[src/rtl/alu_arbiter_if.sv]
// rtl/alu_arbiter_if.sv - requester, response and ALU-side signal bundle for alu_arbiter
interface alu_arbiter_if;
    logic [1:0] req_valid;
    logic [1:0] req_ready;
    logic [7:0] req_a0;
    logic [7:0] req_b0;
    logic [3:0] req_op0;
    logic [7:0] req_a1;
    logic [7:0] req_b1;
    logic [3:0] req_op1;

    logic [1:0] rsp_valid;
    logic [1:0] rsp_ready;
    logic [7:0] rsp_result;
    logic       rsp_zero;
    logic       rsp_carry;
    logic       rsp_err;

    logic [7:0] alu_a;
    logic [7:0] alu_b;
    logic [3:0] alu_op;
    logic [7:0] alu_result;
    logic       alu_zero;
    logic       alu_carry;

    logic       busy;

    modport slave (
        input  req_valid, req_a0, req_b0, req_op0, req_a1, req_b1, req_op1,
        output req_ready,
        output rsp_valid, rsp_result, rsp_zero, rsp_carry, rsp_err,
        input  rsp_ready,
        output alu_a, alu_b, alu_op,
        input  alu_result, alu_zero, alu_carry,
        output busy
    );

    modport master (
        output req_valid, req_a0, req_b0, req_op0, req_a1, req_b1, req_op1,
        input  req_ready,
        input  rsp_valid, rsp_result, rsp_zero, rsp_carry, rsp_err,
        output rsp_ready,
        input  alu_a, alu_b, alu_op,
        output alu_result, alu_zero, alu_carry,
        input  busy
    );
endinterface

[src/rtl/alu_arbiter.sv]
// rtl/alu_arbiter.sv - round-robin arbiter of two requesters onto one shared combinational ALU
module alu_arbiter (
    input  logic         clk,
    input  logic         rst_n,
    alu_arbiter_if.slave bus
);
    typedef enum logic [1:0] {
        IDLE = 2'd0,
        EXEC = 2'd1,
        RESP = 2'd2
    } state_t;

    state_t state;
    state_t state_nxt;
    logic   prio;
    logic   gnt;
    logic   sel;
    logic   accept;
    logic   legal;
    logic   arith;

    assign sel    = (bus.req_valid == 2'b11) ? prio : bus.req_valid[1];
    // rst_n gates acceptance so req_ready stays low while reset is held
    assign accept = rst_n && (state == IDLE) && (bus.req_valid != 2'b00);
    assign legal  = (bus.alu_op <= 4'd8);
    assign arith  = (bus.alu_op <= 4'd1);

    always_ff @(posedge clk or negedge rst_n) begin
        if (!rst_n) begin
            state <= IDLE;
        end else begin
            state <= state_nxt;
        end
    end

    always_comb begin
        state_nxt = state;
        case (state)
            IDLE:    if (accept) state_nxt = EXEC;
            EXEC:    state_nxt = RESP;
            RESP:    if (bus.rsp_ready[gnt]) state_nxt = IDLE;
            default: state_nxt = IDLE;
        endcase
    end

    always_comb begin
        bus.req_ready = 2'b00;
        bus.rsp_valid = 2'b00;
        bus.busy      = (state != IDLE);
        if (accept) begin
            bus.req_ready = sel ? 2'b10 : 2'b01;
        end
        if (state == RESP) begin
            bus.rsp_valid = gnt ? 2'b10 : 2'b01;
        end
    end

    always_ff @(posedge clk or negedge rst_n) begin
        if (!rst_n) begin
            prio           <= 1'b0;
            gnt            <= 1'b0;
            bus.alu_a      <= 8'd0;
            bus.alu_b      <= 8'd0;
            bus.alu_op     <= 4'd0;
            bus.rsp_result <= 8'd0;
            bus.rsp_zero   <= 1'b0;
            bus.rsp_carry  <= 1'b0;
            bus.rsp_err    <= 1'b0;
        end else begin
            if (accept) begin
                gnt        <= sel;
                prio       <= ~sel;
                bus.alu_a  <= sel ? bus.req_a1  : bus.req_a0;
                bus.alu_b  <= sel ? bus.req_b1  : bus.req_b0;
                bus.alu_op <= sel ? bus.req_op1 : bus.req_op0;
            end
            if (state == EXEC) begin
                // illegal opcodes never sample the ALU, whose outputs are undefined for them
                if (legal) begin
                    bus.rsp_result <= bus.alu_result;
                    bus.rsp_zero   <= bus.alu_zero;
                    bus.rsp_carry  <= arith ? bus.alu_carry : 1'b0;
                    bus.rsp_err    <= 1'b0;
                end else begin
                    bus.rsp_result <= 8'd0;
                    bus.rsp_zero   <= 1'b0;
                    bus.rsp_carry  <= 1'b0;
                    bus.rsp_err    <= 1'b1;
                end
            end
        end
    end
endmodule
[src/flat_wrapper.sv]
// flat-port wrapper written by rule: the top's interface ports become plain ports
module alu_arbiter_flat 
  (clk, rst_n, bus_req_valid, bus_req_a0, bus_req_b0, bus_req_op0, bus_req_a1, bus_req_b1, bus_req_op1, bus_req_ready, bus_rsp_valid, bus_rsp_result, bus_rsp_zero, bus_rsp_carry, bus_rsp_err, bus_rsp_ready, bus_alu_a, bus_alu_b, bus_alu_op, bus_alu_result, bus_alu_zero, bus_alu_carry, bus_busy);
  alu_arbiter_if bus_i ();
  input  logic clk;
  input  logic rst_n;
  input wire logic [$bits(bus_i.req_valid)-1:0] bus_req_valid;
  input wire logic [$bits(bus_i.req_a0)-1:0] bus_req_a0;
  input wire logic [$bits(bus_i.req_b0)-1:0] bus_req_b0;
  input wire logic [$bits(bus_i.req_op0)-1:0] bus_req_op0;
  input wire logic [$bits(bus_i.req_a1)-1:0] bus_req_a1;
  input wire logic [$bits(bus_i.req_b1)-1:0] bus_req_b1;
  input wire logic [$bits(bus_i.req_op1)-1:0] bus_req_op1;
  output wire logic [$bits(bus_i.req_ready)-1:0] bus_req_ready;
  output wire logic [$bits(bus_i.rsp_valid)-1:0] bus_rsp_valid;
  output wire logic [$bits(bus_i.rsp_result)-1:0] bus_rsp_result;
  output wire logic [$bits(bus_i.rsp_zero)-1:0] bus_rsp_zero;
  output wire logic [$bits(bus_i.rsp_carry)-1:0] bus_rsp_carry;
  output wire logic [$bits(bus_i.rsp_err)-1:0] bus_rsp_err;
  input wire logic [$bits(bus_i.rsp_ready)-1:0] bus_rsp_ready;
  output wire logic [$bits(bus_i.alu_a)-1:0] bus_alu_a;
  output wire logic [$bits(bus_i.alu_b)-1:0] bus_alu_b;
  output wire logic [$bits(bus_i.alu_op)-1:0] bus_alu_op;
  input wire logic [$bits(bus_i.alu_result)-1:0] bus_alu_result;
  input wire logic [$bits(bus_i.alu_zero)-1:0] bus_alu_zero;
  input wire logic [$bits(bus_i.alu_carry)-1:0] bus_alu_carry;
  output wire logic [$bits(bus_i.busy)-1:0] bus_busy;
  assign bus_i.req_valid = bus_req_valid;
  assign bus_i.req_a0 = bus_req_a0;
  assign bus_i.req_b0 = bus_req_b0;
  assign bus_i.req_op0 = bus_req_op0;
  assign bus_i.req_a1 = bus_req_a1;
  assign bus_i.req_b1 = bus_req_b1;
  assign bus_i.req_op1 = bus_req_op1;
  assign bus_req_ready = bus_i.req_ready;
  assign bus_rsp_valid = bus_i.rsp_valid;
  assign bus_rsp_result = bus_i.rsp_result;
  assign bus_rsp_zero = bus_i.rsp_zero;
  assign bus_rsp_carry = bus_i.rsp_carry;
  assign bus_rsp_err = bus_i.rsp_err;
  assign bus_i.rsp_ready = bus_rsp_ready;
  assign bus_alu_a = bus_i.alu_a;
  assign bus_alu_b = bus_i.alu_b;
  assign bus_alu_op = bus_i.alu_op;
  assign bus_i.alu_result = bus_alu_result;
  assign bus_i.alu_zero = bus_alu_zero;
  assign bus_i.alu_carry = bus_alu_carry;
  assign bus_busy = bus_i.busy;
  alu_arbiter u_core (.clk(clk), .rst_n(rst_n), .bus(bus_i));
endmodule
[config.mk]
export PLATFORM = sky130hd
export DESIGN_NAME = alu_arbiter_flat
export DESIGN_NICKNAME = d
export VERILOG_FILES = /design/src/rtl/alu_arbiter_if.sv /design/src/rtl/alu_arbiter.sv /design/src/flat_wrapper.sv
export SDC_FILE = /design/constraint.sdc
export NUM_CORES = 1
export LEC_CHECK = 0
export BUFFER_PORTS_ARGS = -buffer_cell sky130_fd_sc_hd__buf_2
export CAP_MARGIN = 20
export CORE_UTILIZATION = 44
export DETAILED_ROUTE_END_ITERATION = 7
export GPL_ROUTABILITY_DRIVEN = 0
export PLACE_DENSITY = 0.8
export SKIP_CTS_REPAIR_TIMING = 1
export SYNTH_ARGS = -nofsm -noshare
export SYNTH_HDL_FRONTEND = slang
export SYNTH_SLANG_ARGS = --single-unit
[constraint.sdc]
create_clock -name clk -period 1.85 [get_ports clk]
set_clock_uncertainty 0.1 [all_clocks]
set_input_delay 0.2775 -clock clk [delete_from_list [all_inputs] [get_ports clk]]
set_output_delay 0.2775 -clock clk [all_outputs]
set_load 0.05 [all_outputs]
==> flow_summary.yaml <==
cells_and_area:
  multi_input_area_um2: 719
  postLayoutCoreUtil: 0.675
  seq_area_um2: 876
  drive_gt1_frac: 0.564
  stdcell_count: 290
  nFillCells: 295
  finalNetCount: 298
  area_growth_pct: 41.3
timing:
  finalSetupViolCount: 1
  min_period_ns: 1.91
  fin_ws_ns: -0.0609
  max_freq_mhz: 523
  drv_slew: 0
  tightest_slew_ns: 0.940
  rsz0062_at_grt: "yes"
  setup-tns-final_ns: -0.0609
  hold_viol_final: 0
  slew_headroom: 0.373
  fin_crit_sh: 1.03
drt:
  dr.first_iter.drc_count: 44
  wl_met3_um: 268
  routed.top_layer: "met4"
  vias: 1523
  finalWirelength_um: 4210
  ant_nets: 0
  viasPerCell: 5.25
  wl_per_cell_um: 14.5
  drtPass1Iterations: 4
  wl_met1_um: 1730
  dr_wl_met2_um: 2080
  drc: 0
synth:
  synthTopCellsByArea: "dfrtp_1 (53%), a221o_1 (12%), nor3_2 (11%)"
  async_flop_share: 1.00
  synth_top_area_share: 0.529
  synth_area_um2: 1660
  yosysUniqueCellTypes: 24
  synth_top_area_cell: "dfrtp_1"
  synthFlopType: "dfrtp_1"
  yosys_warnings: 0
  synthTopCellsByCount: "dfrtp_1 (35), nand2_1 (23), a221o_1 (20), nor3_2 (19), a22o_1 (9)"
  synth_edf_count: 0
  netlist_instances: 142
  yosysSeqAreaShare: 0.529
  syn_nets: 198
  ys_ff_latch: 35
  avgSynthCellArea_um2: 11.7
  yosys.cell_count.top_type: "dfrtp_1"
pwr:
  peakVddDrop_mv: 0.989
  leakagePower_nw: 1.20
  power_w: 0.00440
  cellPowerDensity_nw_per_um2: 1880
placed_design:
  dp_hpwl_um: 2970
  placed_cells: 277
  numPortBuffers: 91
grt:
  grt_max_degree: 28
  groute.usage.overall: 0.214
  grt_first_pass_wirelength_um: 6450
  antenna_found_initial: 1
  grt-ovfl-total: 0
  first_global_vias: 1421
outcome:
  violations: "negative setup slack"
  outcome: "finished, violations left"
worst_setup_path:
  critPathRequiredTime_ns: 1.47
  startpoint_type: "flip-flop"
  endpoint_kind: "output port"
  crit_fanout: 5
  arrival_ns: 1.53
  path_class: "flip-flop to output port"
die:
  die-area_um2: 4010
  ios: 92
  die_w_um: 63.4
  rows: 21
  core_area_um2: 3470
  die_h_um: 63.4
  initial_core_util: 0.478
clock_network:
  clk_path_buf_depth: 2
  clkTransAtPathRegs_ns: 0.07
  htreeDepth: 2
  root_buffer: "clkbuf_8"
  clkLatencyLatePin_ns: 0.29
  cts_sinks: 35
  cts_buffers: 5
  cts_tree: "done"
job:
  maxCapViolations: 0
worst_hold_path:
  hp-class: "primary input to flip-flop"
==> layer usage <==
metal / up-vias / GRT usage
met2: 58 / 0.344
li1: 730 / -
met5: - / 0
met1: 724 / 0.252
met4: 0 / 0.131
met3: 11 / 0.0562
==> final timing paths <==
| check | from | endpoint | cells past startpoint | slack [ns] |
|---|---|---|---|---|
| worst min register to register | u_core.bus.rsp_err | u_core.bus.rsp_err | 2 | 0.37 |
| max in group asynchronous | rst_n | u_core.bus.alu_b[1] | 3 | 0.90 |
| worst min-delay path | bus_req_a0[7] | u_core.bus.alu_a[7] | 2 | 0.12 |
| worst max register to register | u_core.state[0] | u_core.bus.alu_a[3] | 3 | 0.22 |
| worst max-delay path | u_core.state[0] | bus_req_ready[1] | 3 | -0.06 |
| min in group asynchronous | rst_n | u_core.state[1] | 3 | 0.47 |
==> critical path, cell delays in order (launching register included) <==
cell	delay (ns)
dfrtp_1	0.42
or3b_4	0.42
nor3b_4	0.22
buf_6	0.19
==> flip-flops by register name (all words and copies together), names as in the netlist <==
register / cells
u_core.prio: 1
u_core.bus.alu_a: 8
u_core.bus.alu_b: 8
u_core.bus.rsp_result: 8
u_core.bus.alu_op: 4
u_core.bus.rsp_zero: 1
u_core.state: 2
u_core.bus.rsp_carry: 1
u_core.gnt: 1
u_core.bus.rsp_err: 1
==> layout make-up <==
| class | instances | share of cell area |
|---|---|---|
| antenna | 1 | 0.00107 |
| clock buffer | 7 | 0.0326 |
| clock inverter | 1 | 0.00214 |
| inverter | 3 | 0.00481 |
| multi-input combinational | 92 | 0.307 |
| sequential | 35 | 0.374 |
| tap | 46 | 0.0246 |
| timing repair buffer | 105 | 0.253 |
==> cell usage in the layout, fill, tap and decap left out, types with 2 or more instances in the layout <==
cell type,instances
a221o_1,20
buf_6,2
clkbuf_1,2
dlygate4sd3_1,2
buf_4,11
inv_1,3
a21oi_1,2
nor2_1,2
nor3_2,19
clkbuf_8,5
a22o_1,9
o21ai_0,3
nand2_1,23
dfrtp_1,35
buf_2,88
==> cell families (layout without fill, tap and decap cells) <==
logic type      Yosys count  after routing  synth area share
simple gates             55             55             0.226
other cells               0              1                 0
flops                    35             35             0.529
mux                       1              1           0.00680
compound gates           36             36             0.191
buf+inv                  15            116            0.0476
==> stage by stage <==
stage,instance area (um2),hold slack (ns),setup WS [ns]
2_1_floorplan,1660,-0.118,0.00689
3_3_place_gp,2190,0.143,0.174
3_5_place_dp,2190,0.148,0.154
4_1_cts,2270,-0.163,-0.168
5_1_grt,2340,0.111,-0.114
6_report,2340,0.116,-0.0609
==> where the power goes <==
group	total (W)	internal (W)	switching (W)	leakage, nW
combinational	0.00254	0.000736	0.00180	0.717
clock	0.000517	0.000264	0.000253	0.0422
sequential	0.00134	0.00111	0.000223	0.437
Power figures use the tool's default switching activity.
